<file path="config.mk">
export PLATFORM = sky130hd
export DESIGN_NAME = tree_walker_flat
export DESIGN_NICKNAME = d
export VERILOG_FILES = /design/src/rtl/tree_pkg.sv /design/src/rtl/tree_walker_if.sv /design/src/rtl/tree_walker_node_decode.sv /design/src/rtl/tree_walker.sv /design/src/flat_wrapper.sv
export SDC_FILE = /design/constraint.sdc
export NUM_CORES = 1
export LEC_CHECK = 0
export CAP_MARGIN = 20
export CELL_PAD_IN_SITES_DETAIL_PLACEMENT = 1
export CELL_PAD_IN_SITES_GLOBAL_PLACEMENT = 2
export CORE_ASPECT_RATIO = 1.4
export CORE_MARGIN = 10
export CORE_UTILIZATION = 27
export CTS_CLUSTER_DIAMETER = 60
export DETAILED_ROUTE_END_ITERATION = 16
export GPL_TIMING_DRIVEN = 0
export PLACE_DENSITY_LB_ADDON = 0.1
export SYNTH_ARGS = -nofsm -noshare
export SYNTH_HDL_FRONTEND = slang
export SYNTH_SLANG_ARGS = --single-unit
export TNS_END_PERCENT = 100
</file>
<file path="constraint.sdc">
create_clock -name clk -period 2.3 [get_ports clk]
set_input_delay 0.46 -clock clk [delete_from_list [all_inputs] [get_ports clk]]
set_output_delay 0.46 -clock clk [all_outputs]
set_load 0.02 [all_outputs]
</file>
<file path="src/rtl/tree_pkg.sv">
// Shared definitions for the binary-tree walker, its node memory and the
// initial-tree data.
//   - Address/node widths and the null/root address.
//   - Bit-slice positions of the left child, right child and value fields.
//   - Walker FSM state encoding.
package tree_pkg;

  localparam int ADDR_W = 5;
  localparam int NODE_W = 12;
  localparam int VAL_W  = 2;

  // Address 0 doubles as "no child" because the root is never a child.
  localparam logic [ADDR_W-1:0] NULL_ADDR = '0;
  localparam logic [ADDR_W-1:0] ROOT_ADDR = '0;

  localparam int LEFT_HI  = 11;
  localparam int LEFT_LO  = 7;
  localparam int RIGHT_HI = 6;
  localparam int RIGHT_LO = 2;
  localparam int VAL_HI   = 1;
  localparam int VAL_LO   = 0;

  typedef enum logic [1:0] {
    IDLE  = 2'd0,
    WALK  = 2'd1,
    WRITE = 2'd2,
    DONE  = 2'd3
  } state_e;

endpackage

</file>
<file path="src/rtl/tree_walker_if.sv">
// Node-memory bus between the tree walker (master) and Slave_Memory (slave).
//   read_addr  : node address to read
//   read_node  : node word, combinational in read_addr
//   write_addr : node address to write
//   write_node : node word to write
//   write      : write strobe
interface tree_walker_if;
  import tree_pkg::*;

  logic [ADDR_W-1:0] read_addr;
  logic [NODE_W-1:0] read_node;
  logic [ADDR_W-1:0] write_addr;
  logic [NODE_W-1:0] write_node;
  logic              write;

  modport master (
    output read_addr, write_addr, write_node, write,
    input  read_node
  );

  modport slave (
    input  read_addr, write_addr, write_node, write,
    output read_node
  );
endinterface

</file>
<file path="src/rtl/tree_walker_node_decode.sv">
// Splits a tree node word into its fields (purely combinational).
//   node_i  : node word
//   left_o  : left child address (0 = null)
//   right_o : right child address (0 = null)
//   value_o : value field
module node_decode
  import tree_pkg::*;
(
  input  logic [NODE_W-1:0] node_i,
  output logic [ADDR_W-1:0] left_o,
  output logic [ADDR_W-1:0] right_o,
  output logic [VAL_W-1:0]  value_o
);
  assign left_o  = node_i[LEFT_HI:LEFT_LO];
  assign right_o = node_i[RIGHT_HI:RIGHT_LO];
  assign value_o = node_i[VAL_HI:VAL_LO];
endmodule

</file>
<file path="src/rtl/tree_walker.sv">
// Walks the node tree from the root following a direction bit string,
// reports the terminal node and optionally rewrites its value field.
//   clk, reset      : clock, asynchronous active-low reset
//   start/op/path/depth/wdata : request (sampled only in IDLE)
//   busy, done      : walk in progress / one-cycle completion pulse
//   result_*        : terminal value (pre-write), address, hops, null-stop
//   mem             : master port to the node memory
module tree_walker
  import tree_pkg::*;
#(
  parameter int PATH_W  = 15,
  parameter int DEPTH_W = 4
) (
  input  logic               clk,
  input  logic               reset,
  input  logic               start,
  input  logic               op,
  input  logic [PATH_W-1:0]  path,
  input  logic [DEPTH_W-1:0] depth,
  input  logic [VAL_W-1:0]   wdata,
  output logic               busy,
  output logic               done,
  output logic [VAL_W-1:0]   result_value,
  output logic [ADDR_W-1:0]  result_addr,
  output logic [DEPTH_W-1:0] result_hops,
  output logic               result_null,
  tree_walker_if.master      mem
);

  localparam logic [DEPTH_W-1:0] DEPTH_MAX = DEPTH_W'(PATH_W);

  state_e             state_q, state_d;
  logic [ADDR_W-1:0]  cur_addr_q, cur_addr_d;
  logic [DEPTH_W-1:0] hops_q, hops_d;
  logic               op_q, op_d;
  logic [PATH_W-1:0]  path_q, path_d;
  logic [DEPTH_W-1:0] depth_q, depth_d;
  logic [VAL_W-1:0]   wdata_q, wdata_d;
  logic [VAL_W-1:0]   result_value_q, result_value_d;
  logic [ADDR_W-1:0]  result_addr_q, result_addr_d;
  logic [DEPTH_W-1:0] result_hops_q, result_hops_d;
  logic               result_null_q, result_null_d;

  logic [ADDR_W-1:0]  node_left, node_right, child;
  logic [VAL_W-1:0]   node_value;
  logic               dir, at_depth;
  logic [DEPTH_W-1:0] depth_clamped;

  node_decode u_decode (
    .node_i  (mem.read_node),
    .left_o  (node_left),
    .right_o (node_right),
    .value_o (node_value)
  );

  assign depth_clamped = (depth > DEPTH_MAX) ? DEPTH_MAX : depth;
  // hops can only reach PATH_W when it also equals depth, where the direction
  // bit is unused; guard the index anyway.
  assign dir      = (int'(hops_q) < PATH_W) ? path_q[hops_q] : 1'b0;
  assign child    = dir ? node_right : node_left;
  assign at_depth = (hops_q == depth_q);

  always_comb begin
    state_d        = state_q;
    cur_addr_d     = cur_addr_q;
    hops_d         = hops_q;
    op_d           = op_q;
    path_d         = path_q;
    depth_d        = depth_q;
    wdata_d        = wdata_q;
    result_value_d = result_value_q;
    result_addr_d  = result_addr_q;
    result_hops_d  = result_hops_q;
    result_null_d  = result_null_q;
    case (state_q)
      IDLE: begin
        if (start) begin
          op_d       = op;
          path_d     = path;
          depth_d    = depth_clamped;
          wdata_d    = wdata;
          cur_addr_d = ROOT_ADDR;
          hops_d     = '0;
          state_d    = WALK;
        end
      end
      WALK: begin
        // Depth limit wins over a null child, so depth 0 stops at the root.
        if (at_depth || child == NULL_ADDR) begin
          result_value_d = node_value;
          result_addr_d  = cur_addr_q;
          result_hops_d  = hops_q;
          result_null_d  = !at_depth;
          state_d        = op_q ? WRITE : DONE;
        end else begin
          cur_addr_d = child;
          hops_d     = hops_q + DEPTH_W'(1);
        end
      end
      WRITE:   state_d = DONE;
      DONE:    state_d = IDLE;
      default: state_d = IDLE;
    endcase
  end

  always_ff @(posedge clk or negedge reset) begin
    if (!reset) begin
      state_q        <= IDLE;
      cur_addr_q     <= '0;
      hops_q         <= '0;
      op_q           <= 1'b0;
      path_q         <= '0;
      depth_q        <= '0;
      wdata_q        <= '0;
      result_value_q <= '0;
      result_addr_q  <= '0;
      result_hops_q  <= '0;
      result_null_q  <= 1'b0;
    end else begin
      state_q        <= state_d;
      cur_addr_q     <= cur_addr_d;
      hops_q         <= hops_d;
      op_q           <= op_d;
      path_q         <= path_d;
      depth_q        <= depth_d;
      wdata_q        <= wdata_d;
      result_value_q <= result_value_d;
      result_addr_q  <= result_addr_d;
      result_hops_q  <= result_hops_d;
      result_null_q  <= result_null_d;
    end
  end

  assign busy         = (state_q == WALK) || (state_q == WRITE);
  assign done         = (state_q == DONE);
  assign result_value = result_value_q;
  assign result_addr  = result_addr_q;
  assign result_hops  = result_hops_q;
  assign result_null  = result_null_q;

  // cur_addr still points at the terminal node during WRITE, so read_node
  // supplies the child fields that are written back unchanged.
  assign mem.read_addr  = cur_addr_q;
  assign mem.write      = (state_q == WRITE);
  assign mem.write_addr = mem.write ? cur_addr_q : '0;
  assign mem.write_node = mem.write ? {node_left, node_right, wdata_q} : '0;

endmodule

</file>
<file path="src/flat_wrapper.sv">
// flat-port wrapper written by rule: the top's interface ports become plain ports
module tree_walker_flat import tree_pkg::*;
#(
  parameter int PATH_W  = 15,
  parameter int DEPTH_W = 4
)
  (clk, reset, start, op, path, depth, wdata, busy, done, result_value, result_addr, result_hops, result_null, mem_read_addr, mem_write_addr, mem_write_node, mem_write, mem_read_node);
  tree_walker_if mem_i ();
  input  logic clk;
  input  logic reset;
  input  logic start;
  input  logic op;
  input  logic [PATH_W-1:0] path;
  input  logic [DEPTH_W-1:0] depth;
  input  logic [VAL_W-1:0] wdata;
  output logic busy;
  output logic done;
  output logic [VAL_W-1:0] result_value;
  output logic [ADDR_W-1:0] result_addr;
  output logic [DEPTH_W-1:0] result_hops;
  output logic result_null;
  output wire logic [$bits(mem_i.read_addr)-1:0] mem_read_addr;
  output wire logic [$bits(mem_i.write_addr)-1:0] mem_write_addr;
  output wire logic [$bits(mem_i.write_node)-1:0] mem_write_node;
  output wire logic [$bits(mem_i.write)-1:0] mem_write;
  input wire logic [$bits(mem_i.read_node)-1:0] mem_read_node;
  assign mem_read_addr = mem_i.read_addr;
  assign mem_write_addr = mem_i.write_addr;
  assign mem_write_node = mem_i.write_node;
  assign mem_write = mem_i.write;
  assign mem_i.read_node = mem_read_node;
  tree_walker #(.PATH_W(PATH_W), .DEPTH_W(DEPTH_W)) u_core (.clk(clk), .reset(reset), .start(start), .op(op), .path(path), .depth(depth), .wdata(wdata), .busy(busy), .done(done), .result_value(result_value), .result_addr(result_addr), .result_hops(result_hops), .result_null(result_null), .mem(mem_i));
endmodule
</file>
# After elaboration in Yosys (flattened, before gate mapping)
# Cells that the tools add are included.
[word_totals] mem_bits_ro=0 wordCells=49 reg_bits=45 output_inout_bits=37 latchBits=0 ramBits=0 mem_count=0
[classes] shifts=0 n_mux=17 n_bitwise=0 n_addsub=1 multipliers=0 n_reduce_logical=10 n_eq_ne=7 order_cmp=3 n_div=0
[op_table] cell="5-bit two-way mux" count=4
[op_table] cell="12-bit two-way mux" count=1
[op_table] cell="4-bit two-way mux" count=3
[op_table] cell="5-bit case mux with 2 select lines" count=1
[op_table] cell="2-bit case mux with 4 select lines" count=1
[op_table] cell="4-bit case mux with 2 select lines" count=1
[op_table] cell="2-bit AND reduction" count=3
[op_table] cell="5-bit logical NOT" count=1
[op_table] cell="4-bit by 5-bit less-than comparator with 1-bit output (second input constant)" count=1
[op_table] cell="4-bit by 1-bit adder with 4-bit output (second input constant)" count=1
[op_table] cell="1-bit binary-select mux with 4-bit select" count=1
[op_table] cell="2-bit equality test (second input constant)" count=2
[op_table] cell="4-bit equality test" count=1
[op_table] cell="4-bit greater-than comparator (second input constant)" count=1
[op_table] cell="4-bit less-than comparator (second input constant)" count=1
[op_table] cell="2-bit two-way mux" count=2
[op_table] cell="2-bit != test (second input constant)" count=2
[op_table] cell="1-bit two-way mux" count=3
[op_table] cell="3-bit AND reduction" count=1
[op_table] cell="2-bit by 1-bit equality test with 1-bit output (second input constant)" count=1
[op_table] cell="2-bit logical NOT" count=1
[op_table] cell="1-bit logical OR" count=2
[op_table] cell="2-bit by 1-bit != test with 1-bit output (second input constant)" count=1
[op_table] cell="2-bit nonzero test" count=1
[op_table] cell="1-bit logical NOT" count=1

# Depth between registers and ports, before layout
# Gate-level depths: netlist (run 1).
[depth] word_depth=8 mapped_depth=8 ltp_nobuf=7

# By module
# Synthesis (run 1) repeated with hierarchy kept, for this count alone.
[hier_totals] hier_cells=213 area_unflattened_um2=2527.4
[by_module_without_submodules] mod="tree_walker" seq_area_each_um2=1126.1 area_each_um2=2437.3 instances=1 cells_each=201
[by_module_without_submodules] mod="node_decode" seq_area_each_um2=0.0 area_each_um2=90.1 instances=1 cells_each=12

# Worst setup path after synthesis (run 1)
# OpenSTA, ideal clock, no wires.
[synth_timing] kind="register to register" startpoint="register u_core.hops_q[0]" endpoint="register u_core.result_addr_q[0], in the netlist u_core.result_addr[0]" t_arrival_ps=2177 slack_ps=-2 period_less_slack_ps=2302 path_stages_with_launch=8 cell_sequence="dfrtp_1 -> ha_1 -> o41ai_4 -> a211oi_4 -> or4_4 -> nand3_2 -> buf_6 -> mux2_4"
[synth_via] elab_chain_cells=7 word_cells_on_any_way=9 cone_classes="1 x order compare; 1 x eq/ne; 4 x mux; 3 x reduce/logical"
[synth_rtl] element="start: declaration" line="tree_walker.sv:34" text="logic [DEPTH_W-1:0] hops_q, hops_d;"
[synth_rtl] element="start signal: assignment" line="tree_walker.sv:122" text="hops_q <= hops_d;"
[synth_rtl] element="1-bit binary-select mux with 4-bit select" line="tree_walker.sv:59" text="assign dir = (int'(hops_q) < PATH_W) ? path_q[hops_q] : 1'b0;"
[synth_rtl] element="1-bit two-way mux (not written as such)" line="tree_walker.sv:59"
[synth_rtl] element="1-bit two-way mux" line="tree_walker.sv:59"
[synth_rtl] element="5-bit two-way mux" line="tree_walker.sv:60" text="assign child = dir ? node_right : node_left;"
[synth_rtl] element="5-bit logical NOT" line="tree_walker.sv:89" text="if (at_depth || child == NULL_ADDR) begin"
[synth_rtl] element="1-bit logical OR (*)" line="tree_walker.sv:89"
[synth_rtl] element="2-bit AND reduction (no source line) (*)"
[synth_rtl] element="end signal: assignment" line="tree_walker.sv:128" text="result_addr_q <= result_addr_d;"
[synth_rtl] element="end: declaration" line="tree_walker.sv:40" text="logic [ADDR_W-1:0] result_addr_q, result_addr_d;"
# Every way passes the cells marked *; elsewhere a longest branch is shown, timed or not. The select of a mux whose other input is x is not followed.
# A chain may end at the register's enable or synchronous reset.

# Worst setup path in the final report (run 1)
[layout_timing] startpoint="register u_core.hops_q[0]" endpoint="register u_core.result_addr_q[3], in the netlist u_core.result_addr[3]"
# Same word-level chain as after synthesis.

==> results of run 1 <==
-- flip-flops by register name (all words and copies together) (netlist names) --
signal,cells
u_core.path_q,15
u_core.mem.read_addr,5
u_core.result_addr,5
u_core.depth_q,4
u_core.hops_q,4
u_core.result_hops,4
u_core.result_value,2
u_core.state_q,2
u_core.wdata_q,2
u_core.op_q,1
u_core.result_null,1
-- how the worst max path moves through the flow --
stage	start	to	slack, ns
final	u_core.hops_q[0]$_DFFE_PN0P_	u_core.result_addr[3]$_DFFE_PN0P_	-0.03
after global routing	u_core.hops_q[0]$_DFFE_PN0P_	u_core.result_hops[1]$_DFFE_PN0P_	-0.13
after detailed placement	mem_read_node[9]	u_core.result_addr[3]$_DFFE_PN0P_	-0.46
after global placement	reset	u_core.depth_q[3]$_DFFE_PN0P_	-0.61
after floorplan	u_core.hops_q[1]$_DFFE_PN0P_	u_core.result_addr[0]$_DFFE_PN0P_	0.003
after CTS	u_core.hops_q[1]$_DFFE_PN0P_	u_core.state_q[1]$_DFFE_PN0P_	-0.06
-- routing by layer --
layer / GRT usage [%] / up-vias
li1: - / 876
met1: 11.9 / 943
met2: 18.8 / 57
met3: 3.78 / 8
met4: 3.83 / 0
met5: 0 / -
-- worst max-delay path: stages, from the launching register on --
cell and delay [ns]:
dfrtp_1 0.37, buf_6 0.14, mux4_2 0.53, a211oi_4 0.36, or4_4 0.21, nand3_4 0.13
buf_12 0.20, mux2_4 0.29
-- per-stage QoR --
| step | setup TNS, ns | util [%] |
|---|---|---|
| after floorplan | 0 | - |
| after global placement | -34.76 | 37.8 |
| after detailed placement | -7.59 | 37.9 |
| after CTS | -0.441 | 41.4 |
| after global routing | -1.40 | 42.2 |
| final | -0.256 | 42.2 |
-- cell usage after synthesis, drive strengths merged (3+ instances only) --
cell type,count
dfrtp,45
mux2,34
and2,17
mux2i,11
buf,7
inv,7
nand3,7
nor2,6
o21ai,6
o2bb2ai,6
ha,5
nand2,5
a21oi,4
or4,4
xor2,4
a211oi,3
nor3,3
-- report_power, final --
group	internal (mW)	leakage [nW]	switching (mW)
Combinational	1.56	0.992	1.48
Sequential	1.15	0.552	0.238
Clock	0.408	0.0704	0.325
-- cell usage in the layout, fill, tap and decap left out, types with 3 or more instances in the layout --
| cell type | instances |
|---|---|
| nor2_1 | 4 |
| buf_6 | 3 |
| or4_4 | 3 |
| and2_1 | 17 |
| mux2_4 | 11 |
| nand3_1 | 5 |
| xor2_1 | 4 |
| mux2_1 | 11 |
| clkbuf_16 | 5 |
| nand2_1 | 5 |
| o2bb2ai_1 | 5 |
| o21ai_0 | 4 |
| buf_4 | 15 |
| inv_1 | 6 |
| mux2_2 | 12 |
| dlymetal6s2s_1 | 3 |
| a21oi_1 | 4 |
| dfrtp_1 | 43 |
| dlygate4sd2_1 | 4 |
| clkbuf_2 | 10 |
| clkdlybuf4s50_1 | 55 |
| buf_1 | 3 |
| ha_1 | 3 |
| mux2i_1 | 10 |
-- cell type report --
type,instances,area [um^2]
sequential,45,1130
fill,921,4980
buffer,8,72.6
tap,105,131
timing repair buffer,90,838
inverter,7,26.3
clock inverter,3,25.0
multi-input combinational,131,1280
clock buffer,5,125
-- cells by family (layout without fill, tap and decap cells) --
group / count (synthesis) / in the layout
compound gates: 30 / 30
xor+xnor: 4 / 4
fa+ha+maj: 5 / 5
buf+inv: 16 / 113
flops: 45 / 45
mux: 46 / 46
simple gates: 46 / 46
-- timing repair --
item,in CTS,in global routing
hold endpoints to repair,0,0
pin swaps,4,9
setup endpoints to repair,35,36
cloned,1,0
resized for setup,28,38
setup buffers,9,6
==> qor.txt, run 1 <==
Post-Place Setup Slack = -0.462 ns
DRT Pass-1 Iters = 3
Largest family of logic cells by synthesized area = multiplexers
Worst setup SP type = register
Synth-to-layout area growth = 52.2%
Synth unique cells = 41
Synthesized cell area = 2390 um^2
Synth Warn # = 0
Violations in the final reports = setup timing
Synth Area in Compound Gates = 10.7%
Total clock sinks = 45
Max VDD drop = 0.000619 V
Actual slew at the worst max-slew pin = 0.653 ns
Number of flops mapped to enable cells by yosys = 0
Setup WS post-layout = -0.0279 ns
Yosys reg bits = 45
Final Wtd Congestion = 0.696
Status = finished, violations left
Worst-path clk slew = 0.07 ns
Core area = 8610 um^2
Final WL = 7.14 mm
Worst skew pair latency = 0.29 ns
Largest net degree at the start of global routing = 25
Placed cell count = 371
Async SR Flop Fraction = 100%
WS Path Type = register to register
Register area share after synthesis = 47.2%
Final HPWL DP = 5.40 mm
Fmax = 0.430 GHz
Fin cells = 394
Top FF cell, synth = dfrtp_1
Final instance area = 3630 um^2
Total power = 5.16 mW
Syn Area/Cell = 12.4 um^2
Reg2Reg Depth = 7
Initial antenna violation count = 0
Synth Net Count = 234
I/O Buffers = 73
H-tree depth = 2
Max FO, Critical Path = 5
Final hold violation count = 0
Pleak = 1.61 nW
Vias in the first global route = 2,151
Via count = 1,884
Rows = 40
DRT met1 WL = 2.89 mm
Total GRT Usage = 10.9%
Synth area leader = dfrtp_1
Post-layout nets = 330
Post-synthesis adder-cell area fraction = 2.62%
Finish-stage setup viols = 11
Mux share of post-synthesis cell area = 23.2%
R2R Path End = u_core.result_addr[3]$_DFFE_PN0P_
Synth top area share = 47.2%
Slew Viols, Final = 0
Hold WS = 0.142 ns
Met2 wire length = 3.65 mm
Clock Skew = 0.0111 ns
Die H = 131 um
Cts hold-fix bufs = 0
Total grt overflow = 0
Layout cells sized above 1 = 30.8%
Flop2flop setup slack = -0.03 ns
Post-Syn Instances = 192
Clock buffer count from CTS = 5
Worst Path Required = 2.48 ns
DR vias/cell = 4.78
Hold WC Path Type = input port to asynchronous set/reset pin
Worst relative slew slack = 56.4%
Met3 Wirelength = 494 um
Chip width = 99.5 um
Iter 0 DRT Violations = 33
Area after DPL = 3270 um^2
Top sig layer = met4
Max cap viols = 0
Clock Root Buffer = clkbuf_16
# DRC = 0
Crit path time final = 2.33 ns
Synth top area cells = dfrtp_1 47%, mux2_4 6.3%, mux2_1 5.7%, mux2_2 5.7%, mux2i_1 4.6%
IO Pins = 74
Data arrival, critical path = 2.51 ns
RSZ-0062 raised after global routing = true
Post-synthesis simple-gate area fraction = 11.3%
# diodes = 0
Max Buffers Root-to-Sink = 2
Tcrit/Tclk final = 101%
TritonCTS clock tree = yes
Reg2reg start = u_core.hops_q[0]$_DFFE_PN0P_
Crit. End Element = register
DIE AREA = 13,100 um^2
Post-synthesis xor/xnor area fraction = 1.47%
First-pass GRT wire length = 11.5 mm
Post-route ant nets = 0
Power density cells = 1420 nW/um^2
Initial Util = 27.7%
Drt wl/cell = 18.1 um
(Power assumes the default switching activity.)
==> inputs of run 2 (changes only) <==
--- a/config.mk
+++ b/config.mk
@@ -9,8 +9,8 @@
 export CELL_PAD_IN_SITES_DETAIL_PLACEMENT = 1
 export CELL_PAD_IN_SITES_GLOBAL_PLACEMENT = 2
 export CORE_ASPECT_RATIO = 1.4
-export CORE_MARGIN = 10
-export CORE_UTILIZATION = 27
+export CORE_MARGIN = 3
+export CORE_UTILIZATION = 30
 export CTS_CLUSTER_DIAMETER = 60
 export DETAILED_ROUTE_END_ITERATION = 16
 export GPL_TIMING_DRIVEN = 0
==> constraint.sdc (replaced) <==
create_clock -name clk -period 2.6 [get_ports clk]
set_input_delay 0.52 -clock clk [delete_from_list [all_inputs] [get_ports clk]]
set_output_delay 0.52 -clock clk [all_outputs]
set_load 0.02 [all_outputs]
==> run 2 against run 1 <==
  * The flow now finishes without violations
  * Final area down 7.4%
  * Hold slack worse by 0.057 ns
  * Flip-flop and latch count stayed put
  * Global-route usage increased by 2.9 points
  * Routed wire length shrank 17%
  * First-iteration DRC count increased by 64%
  * Die area fell by 30%
  * Combinational power shrank 26%
  * Count of clock-buffer cells in the layout did not move
  * Critical path depth unchanged
  * Power decreased by 24%
  * Non-clock buffer count shrank 15
  * Largest cell class unchanged
==> qor.txt, run 2 (synthesis gave the netlist of run 1 again) <==
DRT Pass-1 Iters = 3 (unchanged)
Crit path time final = 2.51 ns (+0.179 ns)
Status = finished clean
Fmax = 0.399 GHz (-7.1%)
Clock Skew = 0.00861 ns (-0.00249 ns)
Switching portion of total power = 40.8% (+1.3 points)
Largest net degree at the start of global routing = 36 (+44%)
Clock power frac = 11.5% (-2.7 points)
Max FO, Critical Path = 10 (+5)
# DRC = 0 (unchanged)
Rows = 37 (-7.5%)
Data arrival, critical path = 2.69 ns (+0.18 ns)
I/O Buffers = 73 (unchanged)
Worst setup SP type = register
RSZ-0062 raised after global routing = false
Fin cells = 371 (-5.8%)
Internal Power = 2.32 mW (-26%)
Total grt overflow = 0 (unchanged)
Flop2flop setup slack = 0.09 ns (+0.12 ns)
Layout cells sized above 1 = 17.5% (-13 points)
Register share of total power = 30.9% (+4.0 points)
Util after Layout = 44.6% (+2.4 points)
Commonest non-fill, non-tap cell in the layout = clkdlybuf4s50_1
Worst relative slew slack = 60.1% (+3.6 points)
Crit. End Element = register
# diodes = 0 (unchanged)
Max reg flops = 15 (unchanged)
Initial antenna violation count = 0 (unchanged)
Reg2reg start = u_core.hops_q[1]$_DFFE_PN0P_
Post-layout nets = 315 (-4.5%)
Setup_tns = 0 ns (+0.256 ns)
DR vias/cell = 4.87 (+1.8%)
Clock buffer count from CTS = 5 (unchanged)
Die H = 112 um (-15%)
Power density cells = 1170 nW/um^2 (-18%)
Drt wl/cell = 16.0 um (-12%)
Final hold violation count = 0 (unchanged)
Setup bufs post-CTS = 0 (-9)
Core area = 7550 um^2 (-12%)
Iter 0 DRT Violations = 54 (+64%)
Total GRT Usage = 13.7% (+2.9 points)
Slew Viols, Final = 0 (unchanged)
Tcrit/Tclk final = 96.4% (-4.8 points)
Actual slew at the worst max-slew pin = 0.599 ns (-0.0544 ns)
Final WL = 5.93 mm (-17%)
Most frequent cells in the layout = 62 x clkdlybuf4s50_1, 45 x dfrtp_1, 17 x and2_1
IO Pins = 74 (unchanged)
Clock Root Buffer = clkbuf_8
Worst skew pair latency = 0.29 ns (about the same)
DIE AREA = 9070 um^2 (-30%)
Synth-to-layout area growth = 40.9%
Comb pwr share = 57.6% (-1.3 points)
Initial Util = 31.6% (+3.9 points)
Final HPWL DP = 4.59 mm (-15%)
Max Buffers Root-to-Sink = 2 (unchanged)
Vias in the first global route = 1,907 (-11%)
Hold WC Path Type = input port to asynchronous set/reset pin
Post-Place Setup Slack = -0.251 ns (+0.211 ns)
Chip width = 81.4 um (-18%)
Total clock sinks = 45 (unchanged)
Max VDD drop = 0.000447 V (-28%)
Post-route ant nets = 0 (unchanged)
Placed cell count = 363 (-2.2%)
Cts hold-fix bufs = 0 (unchanged)
Reg2Reg Depth = 7 (unchanged)
TritonCTS clock tree = yes
Final Wtd Congestion = 0.723 (+3.9%)
Setup WS post-layout = 0.0932 ns (+0.121 ns)
Finish-stage setup viols = 0 (-11)
Max cap viols = 0 (unchanged)
H-tree depth = 2 (unchanged)
Largest Register = u_core.path_q
Filler Cell Count = 823 (-11%)
Worst Path Required = 2.78 ns (+0.30 ns)
R2R Path End = u_core.result_hops[2]$_DFFE_PN0P_
WS Path Type = register to register
Worst-path clk slew = 0.09 ns (+0.02 ns)
First-pass GRT wire length = 9.82 mm (-15%)
Via count = 1,806 (-4.1%)
Net Switching = 1.60 mW (-22%)
Pleak = 1.45 nW (-10%)
-- run 2: cell count changes in the layout (fill, tap and decap cells not counted), sizes merged --
cell	before	now
buf	25	9
clkbuf	16	7
clkdlybuf4s50	55	62
dlygate4sd2	4	10
dlymetal6s2s	3	0
-- run 2: layout make-up --
type,count,area [um^2],share of cell area (%)
clock inverters,3,25.0,0.744
flip-flops and latches,45,1130,33.5
inverters,7,26.3,0.782
well taps,97,121,3.61
plain buffers,9,57.6,1.71
multi-input cells,131,1200,35.8
repair buffers,74,733,21.8
clock buffers,5,68.8,2.05
-- run 2: power groups by stage --
stage	registers, mW	clock network [mW]	logic, mW
6_report	1.21	0.452	2.26
5_1_grt	1.25	0.513	2.48
4_1_cts	1.22	0.488	2.26
3_5_place_dp	1.23	0	2.28
3_3_place_gp	1.22	0	2.25
2_1_floorplan	1.30	0	1.41
-- run 2: critical path, cell delays in order (launching register included) --
cell	delay [ns]
dfrtp_1	0.43
ha_1	0.28
o41ai_4	0.36
a211oi_4	0.12
or4_4	0.57
nand3_2	0.14
buf_6	0.19
mux2_4	0.31
-- run 2: worst max path at each step --
| stage | from | endpoint | slack [ns] |
|---|---|---|---|
| after floorplan | u_core.hops_q[0]$_DFFE_PN0P_ | u_core.result_addr[0]$_DFFE_PN0P_ | 0.30 |
| after global placement | reset | u_core.result_addr[1]$_DFFE_PN0P_ | -0.36 |
| after detailed placement | mem_read_node[9] | u_core.result_hops[1]$_DFFE_PN0P_ | -0.25 |
| after CTS | u_core.hops_q[3]$_DFFE_PN0P_ | u_core.result_hops[2]$_DFFE_PN0P_ | 0.003 |
| after global routing | u_core.hops_q[1]$_DFFE_PN0P_ | u_core.result_hops[2]$_DFFE_PN0P_ | 0.006 |
| final | u_core.hops_q[1]$_DFFE_PN0P_ | u_core.result_hops[2]$_DFFE_PN0P_ | 0.09 |
-- run 2: timing repair --
action                                  4_1_cts  5_1_grt
hold endpoints to repair                      0        0
pin swaps                                     0        1
gates resized for setup                      12        3
endpoints found under the setup margin       10       13
-- run 2: metal layers --
layer	up-vias	routed length [um]	track usage [%]
met5	-	0	0
met3	2	358	3.16
met2	52	3040	23.9
li1	854	-	-
met4	0	34	3.04
met1	898	2500	16.9
-- run 2: metrics by stage --
stage | power, mW | hold slack, ns | cell area [um^2]
after floorplan | 2.70 | 0.224 | 2390
after global placement | 3.46 | 0.466 | 3240
after detailed placement | 3.51 | 0.419 | 3250
after CTS | 3.96 | 0.0845 | 3340
after global routing | 4.25 | 0.0928 | 3360
final | 3.92 | 0.0851 | 3360
